**src/rtl/dram_cmd_gen.sv**
```systemverilog
// rtl/dram_cmd_gen.sv - closed-page DRAM command sequencer: ACT, RD/WR, PRE per request with tRCD/tCL/tCWL/tRAS/tWR/tRP spacing
module dram_cmd_gen #(
    parameter int T_RCD   = 39,
    parameter int T_CL    = 40,
    parameter int T_CWL   = 38,
    parameter int T_BURST = 8,
    parameter int T_RAS   = 76,
    parameter int T_WR    = 72,
    parameter int T_RP    = 39
) (
    input  logic        dimm_clock,
    input  logic        reset,
    input  logic        req_valid,
    output logic        req_ready,
    input  logic [1:0]  req_op,
    input  logic [15:0] req_row,
    input  logic [2:0]  req_bg,
    input  logic [1:0]  req_bank,
    input  logic [9:0]  req_col,
    output logic        cmd_valid,
    output logic [1:0]  cmd_code,
    output logic [2:0]  cmd_bg,
    output logic [1:0]  cmd_bank,
    output logic [15:0] cmd_row,
    output logic [9:0]  cmd_col,
    output logic        data_done,
    output logic        op_err
);

    localparam logic [2:0] IDLE      = 3'd0;
    localparam logic [2:0] ACT       = 3'd1;
    localparam logic [2:0] WAIT_RCD  = 3'd2;
    localparam logic [2:0] COL       = 3'd3;
    localparam logic [2:0] WAIT_DATA = 3'd4;
    localparam logic [2:0] WAIT_PRE  = 3'd5;
    localparam logic [2:0] PRE       = 3'd6;
    localparam logic [2:0] WAIT_RP   = 3'd7;

    localparam logic [1:0] CMD_ACT = 2'd0;
    localparam logic [1:0] CMD_RD  = 2'd1;
    localparam logic [1:0] CMD_WR  = 2'd2;
    localparam logic [1:0] CMD_PRE = 2'd3;

    // Down-counter loads: each wait state runs load+1 cycles before its exit cycle.
    localparam logic [15:0] RCD_LOAD     = 16'(T_RCD - 2);
    localparam logic [15:0] RD_DATA_LOAD = 16'(T_CL + T_BURST - 2);
    localparam logic [15:0] WR_DATA_LOAD = 16'(T_CWL + T_BURST - 2);
    localparam logic [15:0] WR_REC_LOAD  = 16'(T_WR - 1);
    localparam logic [15:0] RP_LOAD      = 16'(T_RP - 2);
    localparam logic [16:0] RAS_LIM      = 17'(T_RAS);

    logic [2:0]  state, state_n;
    logic [15:0] wait_cnt, wait_n;
    logic [15:0] ras_cnt;
    logic [1:0]  op_q;
    logic [15:0] row_q;
    logic [2:0]  bg_q;
    logic [1:0]  bank_q;
    logic [9:0]  col_q;
    logic        accept, is_write, ras_ok;

    assign accept   = req_valid && req_ready && (state == IDLE);
    assign is_write = (op_q == 2'd1);
    // True when the next cycle is at least T_RAS after the ACT cycle.
    assign ras_ok   = ({1'b0, ras_cnt} + 17'd1) >= RAS_LIM;

    always_comb begin
        state_n = state;
        wait_n  = wait_cnt;
        case (state)
            IDLE: begin
                if (accept && req_op != 2'd3) state_n = ACT;
            end
            ACT: begin
                if (T_RCD == 1) begin
                    state_n = COL;
                end else begin
                    state_n = WAIT_RCD;
                    wait_n  = RCD_LOAD;
                end
            end
            WAIT_RCD: begin
                if (wait_cnt == 16'd0) state_n = COL;
                else wait_n = wait_cnt - 16'd1;
            end
            COL: begin
                state_n = WAIT_DATA;
                wait_n  = is_write ? WR_DATA_LOAD : RD_DATA_LOAD;
            end
            WAIT_DATA: begin
                if (wait_cnt == 16'd0) begin
                    if (!is_write && ras_ok) begin
                        state_n = PRE;
                    end else begin
                        state_n = WAIT_PRE;
                        wait_n  = is_write ? WR_REC_LOAD : 16'd0;
                    end
                end else begin
                    wait_n = wait_cnt - 16'd1;
                end
            end
            WAIT_PRE: begin
                if (wait_cnt == 16'd0) begin
                    if (ras_ok) state_n = PRE;
                end else begin
                    wait_n = wait_cnt - 16'd1;
                end
            end
            PRE: begin
                if (T_RP == 1) begin
                    state_n = IDLE;
                end else begin
                    state_n = WAIT_RP;
                    wait_n  = RP_LOAD;
                end
            end
            WAIT_RP: begin
                if (wait_cnt == 16'd0) state_n = IDLE;
                else wait_n = wait_cnt - 16'd1;
            end
            default: state_n = IDLE;
        endcase
    end

    always_ff @(posedge dimm_clock) begin
        if (reset) begin
            state     <= IDLE;
            wait_cnt  <= 16'd0;
            ras_cnt   <= 16'd0;
            req_ready <= 1'b0;
            op_err    <= 1'b0;
            op_q      <= 2'd0;
            row_q     <= 16'd0;
            bg_q      <= 3'd0;
            bank_q    <= 2'd0;
            col_q     <= 10'd0;
        end else begin
            state     <= state_n;
            wait_cnt  <= wait_n;
            req_ready <= (state_n == IDLE);
            op_err    <= accept && (req_op == 2'd3);
            if (state_n == ACT && state == IDLE) ras_cnt <= 16'd0;
            else if (ras_cnt != 16'hFFFF) ras_cnt <= ras_cnt + 16'd1;
            if (accept) begin
                op_q   <= req_op;
                row_q  <= req_row;
                bg_q   <= req_bg;
                bank_q <= req_bank;
                col_q  <= req_col;
            end
        end
    end

    always_comb begin
        cmd_valid = 1'b0;
        cmd_code  = 2'd0;
        cmd_bg    = 3'd0;
        cmd_bank  = 2'd0;
        cmd_row   = 16'd0;
        cmd_col   = 10'd0;
        case (state)
            ACT: begin
                cmd_valid = 1'b1;
                cmd_code  = CMD_ACT;
                cmd_bg    = bg_q;
                cmd_bank  = bank_q;
                cmd_row   = row_q;
            end
            COL: begin
                cmd_valid = 1'b1;
                cmd_code  = is_write ? CMD_WR : CMD_RD;
                cmd_bg    = bg_q;
                cmd_bank  = bank_q;
                cmd_col   = col_q;
            end
            PRE: begin
                cmd_valid = 1'b1;
                cmd_code  = CMD_PRE;
                cmd_bg    = bg_q;
                cmd_bank  = bank_q;
            end
            default: ;
        endcase
    end

    assign data_done = (state == WAIT_DATA) && (wait_cnt == 16'd0);

endmodule

```
**config.mk**
```make
export PLATFORM = sky130hd
export DESIGN_NAME = dram_cmd_gen
export DESIGN_NICKNAME = d
export VERILOG_FILES = /design/src/rtl/dram_cmd_gen.sv
export SDC_FILE = /design/constraint.sdc
export NUM_CORES = 1
export LEC_CHECK = 0
export BUFFER_PORTS_ARGS = -buffer_cell sky130_fd_sc_hd__buf_2
export CORE_MARGIN = 2
export CORE_UTILIZATION = 30
export DETAILED_ROUTE_END_ITERATION = 8
export GPL_TIMING_DRIVEN = 1
export PLACE_DENSITY = 0.6
export SYNTH_ARGS = -nofsm -noshare
export SYNTH_HDL_FRONTEND = slang
export SYNTH_SLANG_ARGS = --single-unit
export TNS_END_PERCENT = 30
```
**constraint.sdc**
```tcl
create_clock -name dimm_clock -period 7.6 [get_ports dimm_clock]
set_clock_uncertainty 0.05 [all_clocks]
set_input_delay 1.9 -clock dimm_clock [delete_from_list [all_inputs] [get_ports dimm_clock]]
set_output_delay 1.9 -clock dimm_clock [all_outputs]
set_load 0.01 [all_outputs]
```
# ---- Word-level counts from Yosys, hierarchy flattened
# Index checks and enable logic that the tools add are counted.
dict set report op_classes {
  addsub 3
  n_lt_le_gt_ge 1
  n_eq_ne 14
  n_mux 21
  reduce_logical 17
}
# operator n
set ops {}
lappend ops {{$mux W16} 4}
lappend ops {{$pmux W16 S4} 1}
lappend ops {{$pmux W3 S8} 1}
lappend ops {{$mux W3} 7}
lappend ops {{$add A16 B1 Y17 const B} 1}
lappend ops {{$ge A17 B7 Y1 const B} 1}
lappend ops {{$add A16 B1 Y16 const B} 1}
lappend ops {{$logic_not A16 Y1} 1}
lappend ops {{$ne A16 B16 Y1 const B} 1}
lappend ops {{$sub A16 B1 Y16 const B} 1}
lappend ops {{$eq A3 B3 Y1 const B} 4}
lappend ops {{$mux W10} 1}
lappend ops {{$mux W2} 4}
lappend ops {{$logic_and A1 B1 Y1} 7}
lappend ops {{$mux W7} 1}
lappend ops {{$eq A3 B1 Y1 const B} 2}
lappend ops {{$eq A3 B2 Y1 const B} 2}
lappend ops {{$logic_not A3 Y1} 2}
lappend ops {{$reduce_or A3 Y1} 2}
lappend ops {{$ne A2 B2 Y1 const B} 2}
lappend ops {{$pmux W2 S2} 1}
lappend ops {{$reduce_bool A4 Y1} 1}
lappend ops {{$reduce_or A2 Y1} 2}
lappend ops {{$ne A3 B3 Y1 const B} 1}
lappend ops {{5 further kinds} 5}
dict set report totals {
  regBits 70
  input_bits 36
}

# ---- Longest topological paths before layout
dict set report logic_depth {
  depth_word 9
  depth_mapped 11
}

# ---- Worst setup path after synthesis
# OpenSTA, ideal clock, no wires.
dict set report synth_timing {
  path_kind {register to output}
  startpoint {reg wait_cnt[0]}
  endpoint {out data_done}
  t_arrival_ns 1.879
  required_ns 5.650
  slack_ns 3.771
  path_stages_with_launch 7
  n_path_buf 0
  cell_sequence {dfxtp_1 inv_1 ha_1 or3b_4 nor4b_2 nand2_2 nor4_1}
}
dict set report synth_between {
  elab_chain_len 2
}
# element line_no
set synth_rtl {}
lappend synth_rtl {{start: declaration} 53} ;# logic [15:0] wait_cnt, wait_n;
lappend synth_rtl {{start signal: assignment} 139} ;# wait_cnt <= wait_n;
lappend synth_rtl {{$logic_not A16 Y1} 186} ;# assign data_done = (state == WAIT_DATA) && (wait_cnt == 16'd0);
lappend synth_rtl {{$logic_and A1 B1 Y1} 186}
lappend synth_rtl {{end: declaration} 26} ;# output logic data_done,
# Every way passes these cells.

# ---- Final worst setup path
dict set report layout_timing {
  startpoint {reg state[1]}
  endpoint {out cmd_row[10]}
}
dict set report layout_between {
  elab_chain_len 2
}
# element line_no
set layout_rtl {}
lappend layout_rtl {{start: declaration} 52} ;# logic [2:0] state, state_n;
lappend layout_rtl {{start signal: assignment} 138} ;# state <= state_n;
lappend layout_rtl {{$eq A3 B1 Y1} 161} ;# case (state)
lappend layout_rtl {{$mux W16} 161}
lappend layout_rtl {{end: declaration} 24} ;# output logic [15:0] cmd_row,
# Every way passes these cells.

==> flow_summary.ini <==
[run_status]
status = finished clean

[yosys]
ys.warnings.count = 0
yosys_register_bits = 70
ys_seq_area_share_pct = 37.0
synth_area_leaders = dfxtp_1 37%, nand2_1 9.1%, a21oi_1 9.0%, and2_1 3.1%, nor2_1 2.8%
yosysTopAreaCellShare_pct = 37.0
synth_area_leader_cell = dfxtp_1
yosys-top-cells-count = 92 x nand2_1, 70 x dfxtp_1, 68 x a21oi_1
syn_nets = 527
synthFlopType = dfxtp_1
synth_area_per_cell_um2 = 7.74
syn_area_mm2 = 0.00378
synthArstFlopShare_pct = 0
synth_cells = 489
synth-edff-count = 0
synthDistinctLibCells = 70
yosysMostFrequentCell = nand2_1

[floorplanning]
fp.dieH_um = 116
io_pins = 73
core_mm2 = 0.0125
die_x_um = 116
initial_utilization_pct = 30.4
die_area_mm2 = 0.0135
rows = 41

[place]
gp_congestion = 0.882
post-place-ws_ns = 3.54
port_buffers = 72
dp_hpwl_um = 6850
post-place-cells = 700

[clocking]
htreeDepth = 3
clock_latency_ns = 0.33
path_clk_slew_ns = 0.05
cts_tree = yes
cts_sinks = 70
cts-root-buf = clkbuf_16
cts_buffer_depth = 2
numCtsBuffers = 9
postCtsHoldBufs = 0
cts_resized = 0
post-cts-setup-buffers = 0

[sta]
worst_slack_ns = 3.20
hold_ws_ns = 0.398
rsz0062_at_grt = no
fin_crit_ns = 4.40
tns_ns = 0
slew_headroom_pct = 31.3
drv_slew = 0
period_share_pct = 57.9
finalHoldViolCount = 0
finalSetupViolCount = 0
max_freq_ghz = 0.227
worst_pin_slew_ns = 1.03

[pwr]
p_leak_uw = 0.00182
ir_drop_mv = 0.178
power_density_mw_per_mm2 = 361

[detailed_routing]
remaining_drc_errors = 0
wire_per_inst_um = 13.9
antenna_left = 0
drt-total-wl_um = 9960
vias = 3692
dr.first_iter.drc_count = 174
viasPerCell = 5.16
firstDrtPassIters = 5

[setup_path]
timing.rr.start = ras_cnt[0]
startpoint_type = flop
critPathLaunch = state[1]
crit_type = reg -> out
reg2reg_depth = 8
r2r_slack_ns = 4.30
crit_path_end_kind = primary output
required_ns = 5.65
timing.rr.end = wait_cnt[14]
crit_end = cmd_row[10]
cp.arrival_ns = 2.45
critPathMaxFanout = 32

[global_route]
grt_max_degree = 55
antenna_found_initial = 0
grt_pass1_wl_um = 16100
track_usage_pct = 14.9
grt_remaining_overflow = 0
grt_pass1_vias = 3279

[final_layout]
nNetsFinal = 577
multi_input_comb_area_mm2 = 0.00219
drive_gt1_share_pct = 21.4
n_antenna_cell = 0
final-instance-count-excl-fill = 715
area_growth_pct = 20.0
register_area_mm2 = 0.00140
fillers = 1306

[job]
cap_violations = 0

[hold_path]
min_path_type = reg -> reg
stage by stage:
| stage | utilization, % | instance area (µm²) | total power (µW) |
|---|---|---|---|
| final | 36.4 | 4540 | 1640 |
| after global routing | 36.4 | 4540 | 1740 |
| after CTS | 36.4 | 4540 | 1640 |
| after detailed placement | 33.9 | 4220 | 1180 |
| after global placement | 33.9 | 4220 | 1160 |
| after floorplan | - | 3780 | 1040 |
per-layer routing:
layer | vias to the layer above | wire [µm] | track usage, %
met5 | - | 0 | 0
met3 | 17 | 599 | 3.53
met2 | 114 | 4510 | 23.3
li1 | 1835 | - | -
met4 | 0 | 185 | 5.95
met1 | 1726 | 4670 | 19.8
cells by family after synthesis:
| logic type | count (synthesis) | share of synthesized area (%) |
|---|---|---|
| simple gates | 222 | 30.2 |
| compound gates | 138 | 24.0 |
| mux | 1 | 0.264 |
| fa+ha+maj | 2 | 0.661 |
| flops | 70 | 37.0 |
| xor+xnor | 12 | 2.78 |
| buf+inv | 44 | 5.06 |
critical path: stages, from the launching register on:
cell	delay (ns)
dfxtp_1	0.62
nand2b_1	0.33
nor2_1	0.80
and2_1	0.23
buf_2	0.13
flip-flops by register name, summed over array words and instances (netlist names):
name,count
bank_q,2
bg_q,3
col_q,10
op_err,1
op_q,2
ras_cnt,16
req_ready,1
row_q,16
state,3
wait_cnt,16
worst min-delay path by stage:
stage,from,end,slack (ns),cells past startpoint
floorplan,row_q[0],row_q[0],0.38,2
global placement,col_q[2],col_q[2],0.39,2
detailed placement,col_q[2],col_q[2],0.39,2
CTS,col_q[8],col_q[8],0.40,2
global route,col_q[7],col_q[7],0.41,2
finish,col_q[2],col_q[2],0.40,2
power breakdown:
group	switching [µW]	internal, µW	leakage (µW)	total (µW)
Combinational	464	224	0.00109	688
Sequential	67.0	432	0.000568	499
Clock	151	302	0.000161	453
Total	682	958	0.00182	1640
cell usage in the layout (no fill, tap or decap), drive strengths merged, types with 3 or more instances in the layout:
cell type  Yosys  layout
nor3          14      14
nor4b          3       3
nor2          30      30
a21oi         68      68
nor2b         12      12
o22ai          3       3
or3            3       3
inv            9       9
nand2         94      94
o21ai         18      18
o311ai         4       4
o31ai          8       8
xnor2          6       6
nand2b         5       5
clkbuf        26      11
nor4           6       6
xor2           6       6
buf            9      74
nand4          6       6
a31oi          8       8
a311oi         7       7
and3          12      12
dfxtp         70      70
and2          19      19
nand3          7       7
and4           3       3
area by class of cell:
class	count	area share, %
multi-input combinational	375	48.3
sequential	70	30.8
timing repair buffer	74	8.26
clock buffer	11	5.56
tap	172	4.74
clock inverter	4	1.54
inverter	9	0.744
Note: power is estimated with default switching activity, not from simulation.
